--- src/rtl/sample_uart_tx.sv ---
// Multi-byte sample word serialiser onto an 8N1/8N2 async line with word FIFO and internal baud divider.
// Optional parity bit when SAMPLE_UART_TX_PARITY_EN is defined (adds parameter PARITY_ODD).
module sample_uart_tx #(
  parameter int          FREQ       = 100000000,
  parameter int          RATE       = 115200,
  parameter int          BYTES      = 4,
  parameter int          FIFO_DEPTH = 4,
  parameter int          STOP_BITS  = 1,
  parameter logic [31:0] ID_WORD    = 32'h534c4131
`ifdef SAMPLE_UART_TX_PARITY_EN
  , parameter bit        PARITY_ODD = 1'b0
`endif
) (
  input  logic               clock,
  input  logic               reset,
  input  logic [8*BYTES-1:0] data,
  input  logic [BYTES-1:0]   disabledGroups,
  input  logic               write,
  input  logic               id,
  input  logic               xon,
  input  logic               xoff,
  output logic               tx,
  output logic               busy,
  output logic               full,
  output logic               overflow
);

  localparam int BITLENGTH = FREQ / RATE;
  localparam int DIVW      = (BITLENGTH > 1) ? $clog2(BITLENGTH) : 1;
`ifdef SAMPLE_UART_TX_PARITY_EN
  localparam int PAR_BITS  = 1;
`else
  localparam int PAR_BITS  = 0;
`endif
  localparam int FW        = 10 + STOP_BITS - 1 + PAR_BITS;
  localparam int BCW       = $clog2(FW);
  localparam int IDXW      = $clog2(BYTES + 1);
  localparam int AW        = $clog2(FIFO_DEPTH);
  localparam int PW        = AW + 1;
  localparam int DW        = 8 * BYTES;
  localparam int EW        = DW + BYTES;

  localparam logic [DW-1:0]   ID_DATA  = DW'(ID_WORD);
  localparam logic [DIVW-1:0] DIV_LAST = DIVW'(BITLENGTH - 1);
  localparam logic [BCW-1:0]  BC_LAST  = BCW'(FW - 1);
  localparam logic [IDXW-1:0] IDX_END  = IDXW'(BYTES);

  typedef enum logic [1:0] {
    S_IDLE  = 2'd0,
    S_LOAD  = 2'd1,
    S_FRAME = 2'd2,
    S_NEXT  = 2'd3
  } state_t;

  state_t          state;
  logic [DW-1:0]   word_q;
  logic [BYTES-1:0] mask_q;
  logic [IDXW-1:0] idx;
  logic [FW-1:0]   shift_q;
  logic [FW-1:0]   frame_bits;
  logic [DIVW-1:0] div;
  logic [BCW-1:0]  bit_cnt;
  logic            paused;

  logic [EW-1:0]   mem [FIFO_DEPTH];
  logic [PW-1:0]   wr_ptr, rd_ptr;
  logic [PW-1:0]   wr_ptr_n, rd_ptr_n;
  logic            empty;
  logic            push_req, push_ok;
  logic [EW-1:0]   push_entry;
  logic            paused_n;
  logic            engine_idle_n;

  // write and id are single-cycle push strobes with no ready: a push while
  // full is dropped and recorded in the sticky overflow flag; write beats id.
  assign push_req   = write | id;
  assign push_ok    = push_req & ~full;
  assign push_entry = write ? {data, disabledGroups} : {ID_DATA, {BYTES{1'b0}}};

  assign full  = (wr_ptr[AW] != rd_ptr[AW]) && (wr_ptr[AW-1:0] == rd_ptr[AW-1:0]);
  assign empty = (wr_ptr == rd_ptr);

  assign tx = shift_q[0];

`ifdef SAMPLE_UART_TX_PARITY_EN
  assign frame_bits = {{STOP_BITS{1'b1}}, ((^word_q[7:0]) ^ PARITY_ODD), word_q[7:0], 1'b0};
`else
  assign frame_bits = {{STOP_BITS{1'b1}}, word_q[7:0], 1'b0};
`endif

  // busy reflects the state the block is entering, so it drops on the same
  // edge the engine returns to IDLE.
  always_comb begin
    paused_n      = xon ? 1'b0 : (xoff ? 1'b1 : paused);
    wr_ptr_n      = wr_ptr + {{(PW-1){1'b0}}, push_ok};
    rd_ptr_n      = rd_ptr + {{(PW-1){1'b0}}, (state == S_LOAD)};
    engine_idle_n = ((state == S_IDLE) && (empty || paused)) ||
                    ((state == S_NEXT) && (idx == IDX_END));
  end

  always_ff @(posedge clock) begin
    if (push_ok) mem[wr_ptr[AW-1:0]] <= push_entry;
  end

  always_ff @(posedge clock or negedge reset) begin
    if (!reset) begin
      state    <= S_IDLE;
      word_q   <= '0;
      mask_q   <= '0;
      idx      <= '0;
      shift_q  <= '1;
      div      <= '0;
      bit_cnt  <= '0;
      wr_ptr   <= '0;
      rd_ptr   <= '0;
      paused   <= 1'b0;
      busy     <= 1'b0;
      overflow <= 1'b0;
    end else begin
      wr_ptr <= wr_ptr_n;
      rd_ptr <= rd_ptr_n;
      paused <= paused_n;
      busy   <= ~engine_idle_n | (wr_ptr_n != rd_ptr_n) | write | id | paused_n;
      if (push_req && full) overflow <= 1'b1;

      unique case (state)
        S_IDLE: begin
          if (!empty && !paused) state <= S_LOAD;
        end
        S_LOAD: begin
          {word_q, mask_q} <= mem[rd_ptr[AW-1:0]];
          idx              <= '0;
          state            <= S_NEXT;
        end
        S_NEXT: begin
          if (idx == IDX_END) begin
            state <= S_IDLE;
          end else if (mask_q[0]) begin
            idx    <= idx + 1'b1;
            word_q <= word_q >> 8;
            mask_q <= mask_q >> 1;
          end else if (!paused) begin
            shift_q <= frame_bits;
            div     <= '0;
            bit_cnt <= '0;
            state   <= S_FRAME;
          end
        end
        S_FRAME: begin
          if (div == DIV_LAST) begin
            div     <= '0;
            shift_q <= {1'b1, shift_q[FW-1:1]};
            if (bit_cnt == BC_LAST) begin
              idx    <= idx + 1'b1;
              word_q <= word_q >> 8;
              mask_q <= mask_q >> 1;
              state  <= S_NEXT;
            end else begin
              bit_cnt <= bit_cnt + 1'b1;
            end
          end else begin
            div <= div + 1'b1;
          end
        end
        default: state <= S_IDLE;
      endcase
    end
  end

endmodule

--- config.mk ---
export PLATFORM = sky130hd
export DESIGN_NAME = sample_uart_tx
export DESIGN_NICKNAME = d
export VERILOG_FILES = /design/src/rtl/sample_uart_tx.sv
export SDC_FILE = /design/constraint.sdc
export NUM_CORES = 1
export LEC_CHECK = 0
export CORE_MARGIN = 1
export CORE_UTILIZATION = 32
export DETAILED_ROUTE_END_ITERATION = 16
export GPL_TIMING_DRIVEN = 1
export PLACE_DENSITY_LB_ADDON = 0.1
export SETUP_SLACK_MARGIN = 0.5
export SLEW_MARGIN = 15
export SYNTH_ARGS = -nofsm -noshare
export SYNTH_HDL_FRONTEND = slang
export SYNTH_SLANG_ARGS = --single-unit
--- constraint.sdc ---
create_clock -name clock -period 4.7 [get_ports clock]
set_clock_uncertainty 0.2 [all_clocks]
set_input_delay 0.94 -clock clock [delete_from_list [all_inputs] [get_ports clock]]
set_output_delay 0.94 -clock clock [all_outputs]
set_load 0.01 [all_outputs]
Word-level counts from Yosys, hierarchy flattened:

Memory sizes are Yosys's and may differ from the RTL's.
Cells that the tools add are included.
Widths: inputs -> output; s select.

* bits in registers: 74
* latch bits: 0
* RAM bits: 144
* bits in read-only memories: 0
* input port bits: 42
* output and inout port bits: 4
* memories kept: 1

Memories
* mem: depth 4, bits a word 36, rd ports 1, clocked after Yosys merged registers in 0, wr ports 1, RTL line 65 `logic [EW-1:0] mem [FIFO_DEPTH];`

* add/sub/neg operators: 5
* $mul: 0
* divide/modulo/power cells: 0
* order comparisons: 0
* equal/unequal tests: 20
* shift-type cells: 0
* muxes and demuxes: 43
* bitwise operators: 8
* reductions and logical operators: 18

Operators by type and width (number)
* $mux 32: 4
* $pmux 32 s3: 1
* $mux 10: 8
* $pmux 10 s2: 2
* $mux 36: 1
* $mux 4: 9
* $reduce_and 5->1: 3
* $ne 2x2->1 const B: 7
* $mux 2: 6
* $mux 3: 4
* $pmux 4 s3: 1
* $add 10x1->10 const B: 1
* $eq 10x10->1 const B: 1
* $pmux 3 s3: 1
* $pmux 2 s4: 1
* $pmux 4 s2: 1
* $reduce_and 4->1: 2
* $add 3x1->3: 2
* $ne 3x2->1 const B: 2
* $reduce_and 6->1: 1
* $logic_and 1x1->1: 5
* $or 1x1->1: 5
* $add 4x1->4 const B: 1
* $eq 2x2->1 const B: 2
* other kinds (17): 23

Depth between registers and ports, before layout:

Gate-level depths: netlist of the first run.

* depth after elaboration: 10
* depth in mapped cells: 10
* depth with buffers taken out: 9

Worst setup path before layout of the first run:

No wires, ideal clock.

* path kind: input port to flip-flop
* from: in id
* to: mem mem[2][0] (netlist bit) (enable)
* setup time: 0.482 ns
* data arrival time: 3.813 ns
* data required time: 4.018 ns
* setup slack: 0.205 ns
* stages on the path: 2
* path buffers: 0
* path through: o21ai_0 -> nor3b_1

* longest elaborated chain between the ends: 4

RTL lines
* start, declared: RTL line 19 `input logic id,`
* $or 1x1->1: RTL line 76 `assign push_req = write | id;`
* $and 1x1->1: RTL line 77 `assign push_ok = push_req & ~full;`
* $mux 1: RTL line 102 `if (push_ok) mem[wr_ptr[AW-1:0]] <= push_entry;`
* $mux 1 (not written as such): RTL line 102
* end, declared: RTL line 65

No other way between the ends.

Worst setup path after layout of the first run:

* from: reg wr_ptr[0]
* to: out full

* longest elaborated chain between the ends: 2

RTL lines
* start, declared: RTL line 66 `logic [PW-1:0] wr_ptr, rd_ptr;`
* start signal, assigned: RTL line 120 `wr_ptr <= wr_ptr_n;`
* $eq 2x2->1: RTL line 80 `assign full = (wr_ptr[AW] != rd_ptr[AW]) && (wr_ptr[AW-1:0] == rd_ptr[AW-1:0]);`
* $logic_and 1x1->1: RTL line 80
* end, declared: RTL line 24 `output logic full,`

No other way between the ends.

==> reports/qor.json, run 1 <==
{
  "post_drt_wl_per_cell": {"value": 19.0, "unit": "µm"},
  "synth.cells.most_frequent": {"value": "edfxtp_1, o21ai_0, dfrtp_1"},
  "synthesis.instances": {"value": 580},
  "cts_setup_buffers": {"value": 0},
  "tightest_slew": {"value": 1.11, "unit": "ns"},
  "route.detailed.vias_per_inst": {"value": 4.92},
  "critical_path_class": {"value": "reg2out"},
  "grt_antenna_before_repair": {"value": 0},
  "min_period_over_period": {"value": 66.4, "unit": "%"},
  "setup_viol": {"value": 0},
  "fp.coreArea": {"value": 27900, "unit": "µm²"},
  "max-vdd-ir-drop": {"value": 0.284, "unit": "mV"},
  "globalRouteOverflowTotal": {"value": 0},
  "synth.area.top_cells": {"value": "edfxtp_1, dfrtp_1, mux4_2"},
  "global_route.usage.total": {"value": 13.9, "unit": "%"},
  "synth_area_leader_cell": {"value": "edfxtp_1"},
  "endpoint_class_of_the_critical_path": {"value": "primary output"},
  "grt_first_pass_wirelength": {"value": 31100, "unit": "µm"},
  "synth_ff_type": {"value": "edfxtp_1"},
  "synth_seq_cells": {"value": 217},
  "routed_wirelength": {"value": 19500, "unit": "µm"},
  "pin_count": {"value": 46},
  "critPathArrivalTime": {"value": 1.98, "unit": "ns"},
  "detailedRoute.firstIterationViolations": {"value": 281},
  "slew-limit-headroom": {"value": 25.6, "unit": "%"},
  "async_reset_ff_share": {"value": 33.6, "unit": "%"},
  "ys_warn_count": {"value": 0},
  "clk_pin_slew": {"value": 0.06, "unit": "ns"},
  "min_path_type": {"value": "reg2reg"},
  "synth.cell_area": {"value": 9140, "unit": "µm²"},
  "power_switching_share": {"value": 33.4, "unit": "%"},
  "drt_pass1_iterations": {"value": 4},
  "fin_cells": {"value": 1028},
  "rows": {"value": 61},
  "cts.repair.resized": {"value": 0},
  "cts_buf_count": {"value": 26},
  "cellInternalPower": {"value": 5.05, "unit": "mW"},
  "dp.cells": {"value": 981},
  "achievable-frequency": {"value": 0.320, "unit": "GHz"},
  "result_of_the_run": {"value": "completed"},
  "drtAntennaViolNets": {"value": 0},
  "nNetsFinal": {"value": 687},
  "maxSlewViolCount": {"value": 0},
  "power": {"value": 7.57, "unit": "mW"},
  "maximum_buffer_depth_of_the_clock_tree": {"value": 3},
  "synth.distinct_cells": {"value": 55},
  "post-synth-top-count-cell": {"value": "edfxtp_1"},
  "synth.top_cell.area_share": {"value": 47.3, "unit": "%"},
  "grt_start_max_net_pins": {"value": 74},
  "detail_route.drc_violations": {"value": 0},
  "power.share.combinational": {"value": 33.6, "unit": "%"},
  "synth_area_per_cell": {"value": 15.8, "unit": "µm²"},
  "maxCapViolCount": {"value": 0},
  "net-switching-power": {"value": 2.53, "unit": "mW"},
  "cts.root.buffer_cell": {"value": "clkbuf_16"},
  "io_buffers": {"value": 45},
  "final_layout_size_suffix_gt1_share": {"value": 17.2, "unit": "%"},
  "finalWorstPathRequiredPeriod": {"value": 3.12, "unit": "ns"},
  "via_count_of_the_first_global_routing_pass": {"value": 5366},
  "critPathRequiredTime": {"value": 3.56, "unit": "ns"},
  "worstSkewPairLatency": {"value": 0.53, "unit": "ns"},
  "p_leak": {"value": 3.88, "unit": "nW"},
  "initial_cell_density_of_the_core": {"value": 32.7, "unit": "%"},
  "tritoncts": {"value": "done"},
  "layout_area_growth_over_synthesis": {"value": 18.9, "unit": "%"},
  "antenna_cells_inserted": {"value": 0},
  "nets_in_the_synthesized_netlist": {"value": 636},
  "fp.dieH": {"value": 171, "unit": "µm"},
  "hpwlAfterDp": {"value": 11400, "unit": "µm"},
  "timing.critical_path.fanout_max": {"value": 6},
  "setup-tns-final": {"value": 0, "unit": "ns"},
  "finalHoldViolCount": {"value": 0},
  "gp_congestion": {"value": 0.716},
  "die_area": {"value": 29200, "unit": "µm²"},
  "share_of_the_yosys_chip_area_belonging_to_registers": {"value": 67.5, "unit": "%"},
  "p_clk_share": {"value": 26.0, "unit": "%"},
  "power.density_cell_area": {"value": 697, "unit": "nW/µm²"},
  "route.vias.total": {"value": 5054},
  "critPathLaunchType": {"value": "flop"},
  "synth_enable_flop_cells": {"value": 144},
  "sequential_share_of_power": {"value": 40.4, "unit": "%"},
  "hold-worst-slack": {"value": 0.272, "unit": "ns"},
  "fp.dieW": {"value": 171, "unit": "µm"},
  "clock_sinks": {"value": 217},
  "cts_hold_repair.buffers": {"value": 0},
  "clock_tree.htree_level_count": {"value": 1},
  "rsz0062_at_grt": {"value": "false"}
}
==> sequential cells by signal, summed over array words and instances (netlist names) <==
register,count
overflow,1
div,10
mem,144
word_q,32
wr_ptr,3
rd_ptr,3
bit_cnt,4
state,2
mask_q,4
idx,3
paused,1
busy,1
shift_q,9
==> cell type report <==
| cell class | instances | area, µm² |
|---|---|---|
| Clock buffer | 32 | 673 |
| Clock inverter | 15 | 179 |
| Fill cell | 2650 | 17100 |
| Inverter | 11 | 41.3 |
| Multi-Input combinational cell | 318 | 2790 |
| Sequential cell | 217 | 6160 |
| Tap cell | 378 | 473 |
| Timing Repair Buffer | 57 | 538 |
==> metal layers <==
metal  routed length, µm  vias up  part of all wire, %  global-route usage (%)
met5                   0        -                    0                       0
met4                 379        0                  1.9                    3.22
met3                 582       27                  3.0                    2.41
met2                9800       75                   50                    24.2
met1                8760     2597                   45                    18.1
li1                    -     2355                    -                       -
==> stage by stage <==
step           utilization (%)  setup WS (ns)  cell area [µm²]
2_1_floorplan                -          0.205             9140
3_3_place_gp              35.8           1.25            10000
3_5_place_dp              35.8           1.21            10000
4_1_cts                   38.9           1.54            10900
5_1_grt                   38.9           1.42            10900
6_report                  38.9           1.58            10900
==> critical path: stages, from the launching register on <==
cell	delay, ns
dfrtp_1	0.45
xnor2_1	0.22
nand3b_1	0.17
inv_1	0.08
clkdlybuf4s50_1	0.53
==> worst paths after layout <==
check,from,to,slack [ns],depth (start not counted)
worst max-delay path,wr_ptr[0],full,1.58,4
worst min-delay path,overflow,overflow,0.27,1
worst max register to register,state[1],idx[0],1.61,5
min in group asynchronous,reset,overflow,0.38,1
worst min register to register,overflow,overflow,0.27,1
max in group asynchronous,reset,rd_ptr[0],3.25,1
==> power by group through the flow <==
stage                     sequential, mW  combinational, mW  clock (mW)
after floorplan                     3.02               1.89           0
after global placement              3.08               2.60           0
after detailed placement            3.11               2.63           0
after CTS                           3.07               2.63        2.02
after global routing                3.13               2.85        2.09
final                               3.06               2.55        1.97
==> layout by cell type (no fill, tap or decap), types with 4 or more instances in the layout <==
cell type,count
edfxtp_1,144
o21ai_0,75
dfrtp_1,63
clkdlybuf4s50_1,44
mux4_2,36
mux2i_1,32
clkbuf_16,26
and2_1,24
nand2b_1,15
ha_1,14
buf_4,13
nand2_1,12
a22o_1,12
inv_1,11
nor2_1,9
nand3_1,9
dfstp_2,9
a31oi_1,7
clkbuf_1,6
clkinv_1,6
xnor2_1,5
nand4_1,5
o21ai_1,5
o211ai_1,4
==> cell families (layout without fill, tap and decap cells) <==
logic type | Yosys count | count (layout) | synth area share [%]
compound gates | 126 | 126 | 8.55
xor+xnor | 8 | 8 | 0.767
fa+ha+maj | 14 | 14 | 1.92
buf+inv | 45 | 115 | 2.22
flops | 217 | 217 | 67.5
mux | 70 | 70 | 12.7
simple gates | 100 | 100 | 6.44
Power figures use the tool's default switching activity.
==> run 2: changes to the inputs <==
==> constraint.sdc (replaced) <==
create_clock -name clock -period 3.1 [get_ports clock]
set_clock_uncertainty 0.2 [all_clocks]
set_input_delay 0.62 -clock clock [delete_from_list [all_inputs] [get_ports clock]]
set_output_delay 0.62 -clock clock [all_outputs]
set_load 0.01 [all_outputs]
==> run 2 against run 1 <==
  * Die area stayed put
  * First-iteration DRC count is 9.3% lower
  * Count of clock-buffer cells in the layout is 3 higher
  * Final area is 1.9% higher
  * Power is 54% higher
  * Via count is 0.61% higher
  * Clock power is 47% higher
  * Critical endpoint unchanged
==> reports/qor.json, run 2 (same netlist as run 1, synthesis figures left out) <==
{
  "final_cell_mix": {"value": "edfxtp_1, o21ai_0, dfrtp_1", "change": "unchanged"},
  "die_area": {"value": 29200, "unit": "µm²", "change": "unchanged"},
  "min_period_over_period": {"value": 80.3, "unit": "%"},
  "grt_start_max_net_pins": {"value": 41, "change": "was 74"},
  "clk_pin_slew": {"value": 0.06, "unit": "ns", "change": "about the same"},
  "timing.critical_path.fanout_max": {"value": 2, "change": "was 6"},
  "grt_antenna_before_repair": {"value": 0, "change": "unchanged"},
  "maxSlewViolCount": {"value": 0, "change": "unchanged"},
  "global_route.usage.total": {"value": 14.0, "unit": "%", "change": "was 13.9%"},
  "fp.dieW": {"value": 171, "unit": "µm", "change": "unchanged"},
  "globalRouteOverflowTotal": {"value": 0, "change": "unchanged"},
  "fill_cells": {"value": 2634, "change": "was 2650"},
  "drtAntennaViolNets": {"value": 0, "change": "unchanged"},
  "tritoncts": {"value": "done", "change": "unchanged"},
  "clock_sinks": {"value": 217, "change": "unchanged"},
  "min_path_type": {"value": "reg2reg", "change": "unchanged"},
  "rows": {"value": 61, "change": "unchanged"},
  "routed_wirelength": {"value": 19500, "unit": "µm", "change": "about the same"},
  "antenna_cells_inserted": {"value": 0, "change": "unchanged"},
  "maxCapViolCount": {"value": 0, "change": "unchanged"},
  "via_count_of_the_first_global_routing_pass": {"value": 5512, "change": "was 5366"},
  "max-vdd-ir-drop": {"value": 0.381, "unit": "mV", "change": "was 0.284 mV"},
  "postLayoutCellArea": {"value": 11100, "unit": "µm²", "change": "was 10900 µm²"},
  "slew-limit-headroom": {"value": 58.2, "unit": "%", "change": "was 25.6%"},
  "io_buffers": {"value": 45, "change": "unchanged"},
  "fp.dieH": {"value": 171, "unit": "µm", "change": "unchanged"},
  "post_drt_wl_per_cell": {"value": 18.8, "unit": "µm", "change": "was 19.0 µm"},
  "worstSkewPairLatency": {"value": 0.54, "unit": "ns", "change": "was 0.53 ns"},
  "fp.coreArea": {"value": 27900, "unit": "µm²", "change": "unchanged"},
  "critical_path_class": {"value": "reg2out", "change": "unchanged"},
  "final_layout_size_suffix_gt1_share": {"value": 20.5, "unit": "%", "change": "was 17.2%"},
  "detail_route.drc_violations": {"value": 0, "change": "unchanged"},
  "p_leak": {"value": 3.99, "unit": "nW", "change": "was 3.88 nW"},
  "gp_congestion": {"value": 0.744, "change": "was 0.716"},
  "critPathLaunchType": {"value": "flop", "change": "unchanged"},
  "route.detailed.vias_per_inst": {"value": 4.88, "change": "was 4.92"},
  "tightest_slew": {"value": 0.628, "unit": "ns", "change": "was 1.11 ns"},
  "pin_count": {"value": 46, "change": "unchanged"},
  "drt_pass1_iterations": {"value": 4, "change": "unchanged"},
  "initial_cell_density_of_the_core": {"value": 32.7, "unit": "%", "change": "unchanged"},
  "clock_tree.htree_level_count": {"value": 1, "change": "unchanged"},
  "result_of_the_run": {"value": "completed", "change": "unchanged"},
  "cts_buf_count": {"value": 26, "change": "unchanged"},
  "endpoint_class_of_the_critical_path": {"value": "primary output", "change": "unchanged"},
  "critPathRequiredTime": {"value": 2.28, "unit": "ns", "change": "was 3.56 ns"},
  "finish.utilization": {"value": 39.6, "unit": "%", "change": "was 38.9%"},
  "hpwlAfterDp": {"value": 11600, "unit": "µm", "change": "was 11400 µm"},
  "largest_reg_flops": {"value": 144, "change": "unchanged"},
  "grt_first_pass_wirelength": {"value": 31100, "unit": "µm", "change": "about the same"},
  "finalHoldViolCount": {"value": 0, "change": "unchanged"},
  "layout_area_growth_over_synthesis": {"value": 21.1, "unit": "%", "change": "was 18.9%"},
  "finalWorstPathRequiredPeriod": {"value": 2.49, "unit": "ns"},
  "maximum_buffer_depth_of_the_clock_tree": {"value": 3, "change": "unchanged"},
  "dp.cells": {"value": 989, "change": "was 981"},
  "route.vias.total": {"value": 5085, "change": "was 5054"},
  "fin_cells": {"value": 1042, "change": "was 1028"},
  "achievable-frequency": {"value": 0.402, "unit": "GHz"},
  "final_common_cell": {"value": "edfxtp_1", "change": "unchanged"},
  "rsz0062_at_grt": {"value": "false", "change": "unchanged"},
  "power": {"value": 11.7, "unit": "mW", "change": "was 7.57 mW"},
  "nNetsFinal": {"value": 700, "change": "was 687"},
  "post_dp_cell_area": {"value": 10100, "unit": "µm²", "change": "was 10000 µm²"},
  "setup-tns-final": {"value": 0, "unit": "ns", "change": "unchanged"},
  "power.density_cell_area": {"value": 1050, "unit": "nW/µm²", "change": "was 697 nW/µm²"},
  "detailedRoute.firstIterationViolations": {"value": 255, "change": "was 281"},
  "critPathArrivalTime": {"value": 1.67, "unit": "ns", "change": "was 1.98 ns"},
  "setup_viol": {"value": 0, "change": "unchanged"},
  "cts.root.buffer_cell": {"value": "clkbuf_16", "change": "unchanged"}
}
[run 2: changes by cell type in the layout (fill, tap and decap cells not counted), moves of 3 or more]
cell,delta
buf_12,+4
buf_4,+8
clkbuf_8,+3
clkinv_1,-3
clkinv_2,+5
xnor2_1,-3
xnor2_2,+3
[run 2: layer usage]
| layer | part of all wire, % | wire length (µm) | vias to the layer above | global-route usage (%) |
|---|---|---|---|---|
| met5 | 0 | 0 | - | 0 |
| met4 | 1.6 | 316 | 0 | 3.11 |
| met3 | 3.0 | 581 | 26 | 2.34 |
| met2 | 51 | 10000 | 87 | 24.2 |
| met1 | 44 | 8650 | 2586 | 18.4 |
| li1 | - | - | 2386 | - |
[run 2: repair_timing]
item	in CTS	in global routing
endpoints found under the hold margin	39	0
gates resized for setup	5	5
setup buffers	4	0
pin swaps	1	0
hold buffers	1	0
setup endpoints to repair	1	60
[run 2: cell type report]
type                            instances  area [µm²]  area share (%)
Tap cell                              378         473            4.27
Timing Repair Buffer                   70         687            6.21
Multi-Input combinational cell        318        2870            25.9
Clock buffer                           35         714            6.46
Inverter                               11        41.3           0.373
Clock inverter                         13         118            1.06
Sequential cell                       217        6170            55.7
[run 2: worst paths after layout]
path	startpoint	endpoint	slack, ns	depth (start not counted)
max	rd_ptr[2]	full	0.61	4
min	overflow	overflow	0.28	1
max reg2reg	state[1]	word_q[31]	0.72	4
min reg2reg	overflow	overflow	0.28	1
max in group asynchronous	reset	shift_q[8]	1.59	3
min in group asynchronous	reset	div[4]	0.44	2
[run 2: stage by stage]
stage	worst slack, ns	hold slack, ns
finish	0.611	0.279
global route	0.522	0.304
CTS	0.547	0.284
detailed placement	0.537	0.271
global placement	0.523	0.259
floorplan	0.514	0.124
[run 2: worst max-delay path, cell delays in order (launching register included)]
cell	delay (ns)
dfrtp_1	0.41
xnor2_2	0.16
nand3b_1	0.23
inv_1	0.08
dlygate4sd2_1	0.26
[run 2: power breakdown]
part           internal, mW  switching [mW]
clock network          1.71            1.18
registers              4.25           0.378
logic                  1.80            2.33
total                  7.76            3.89
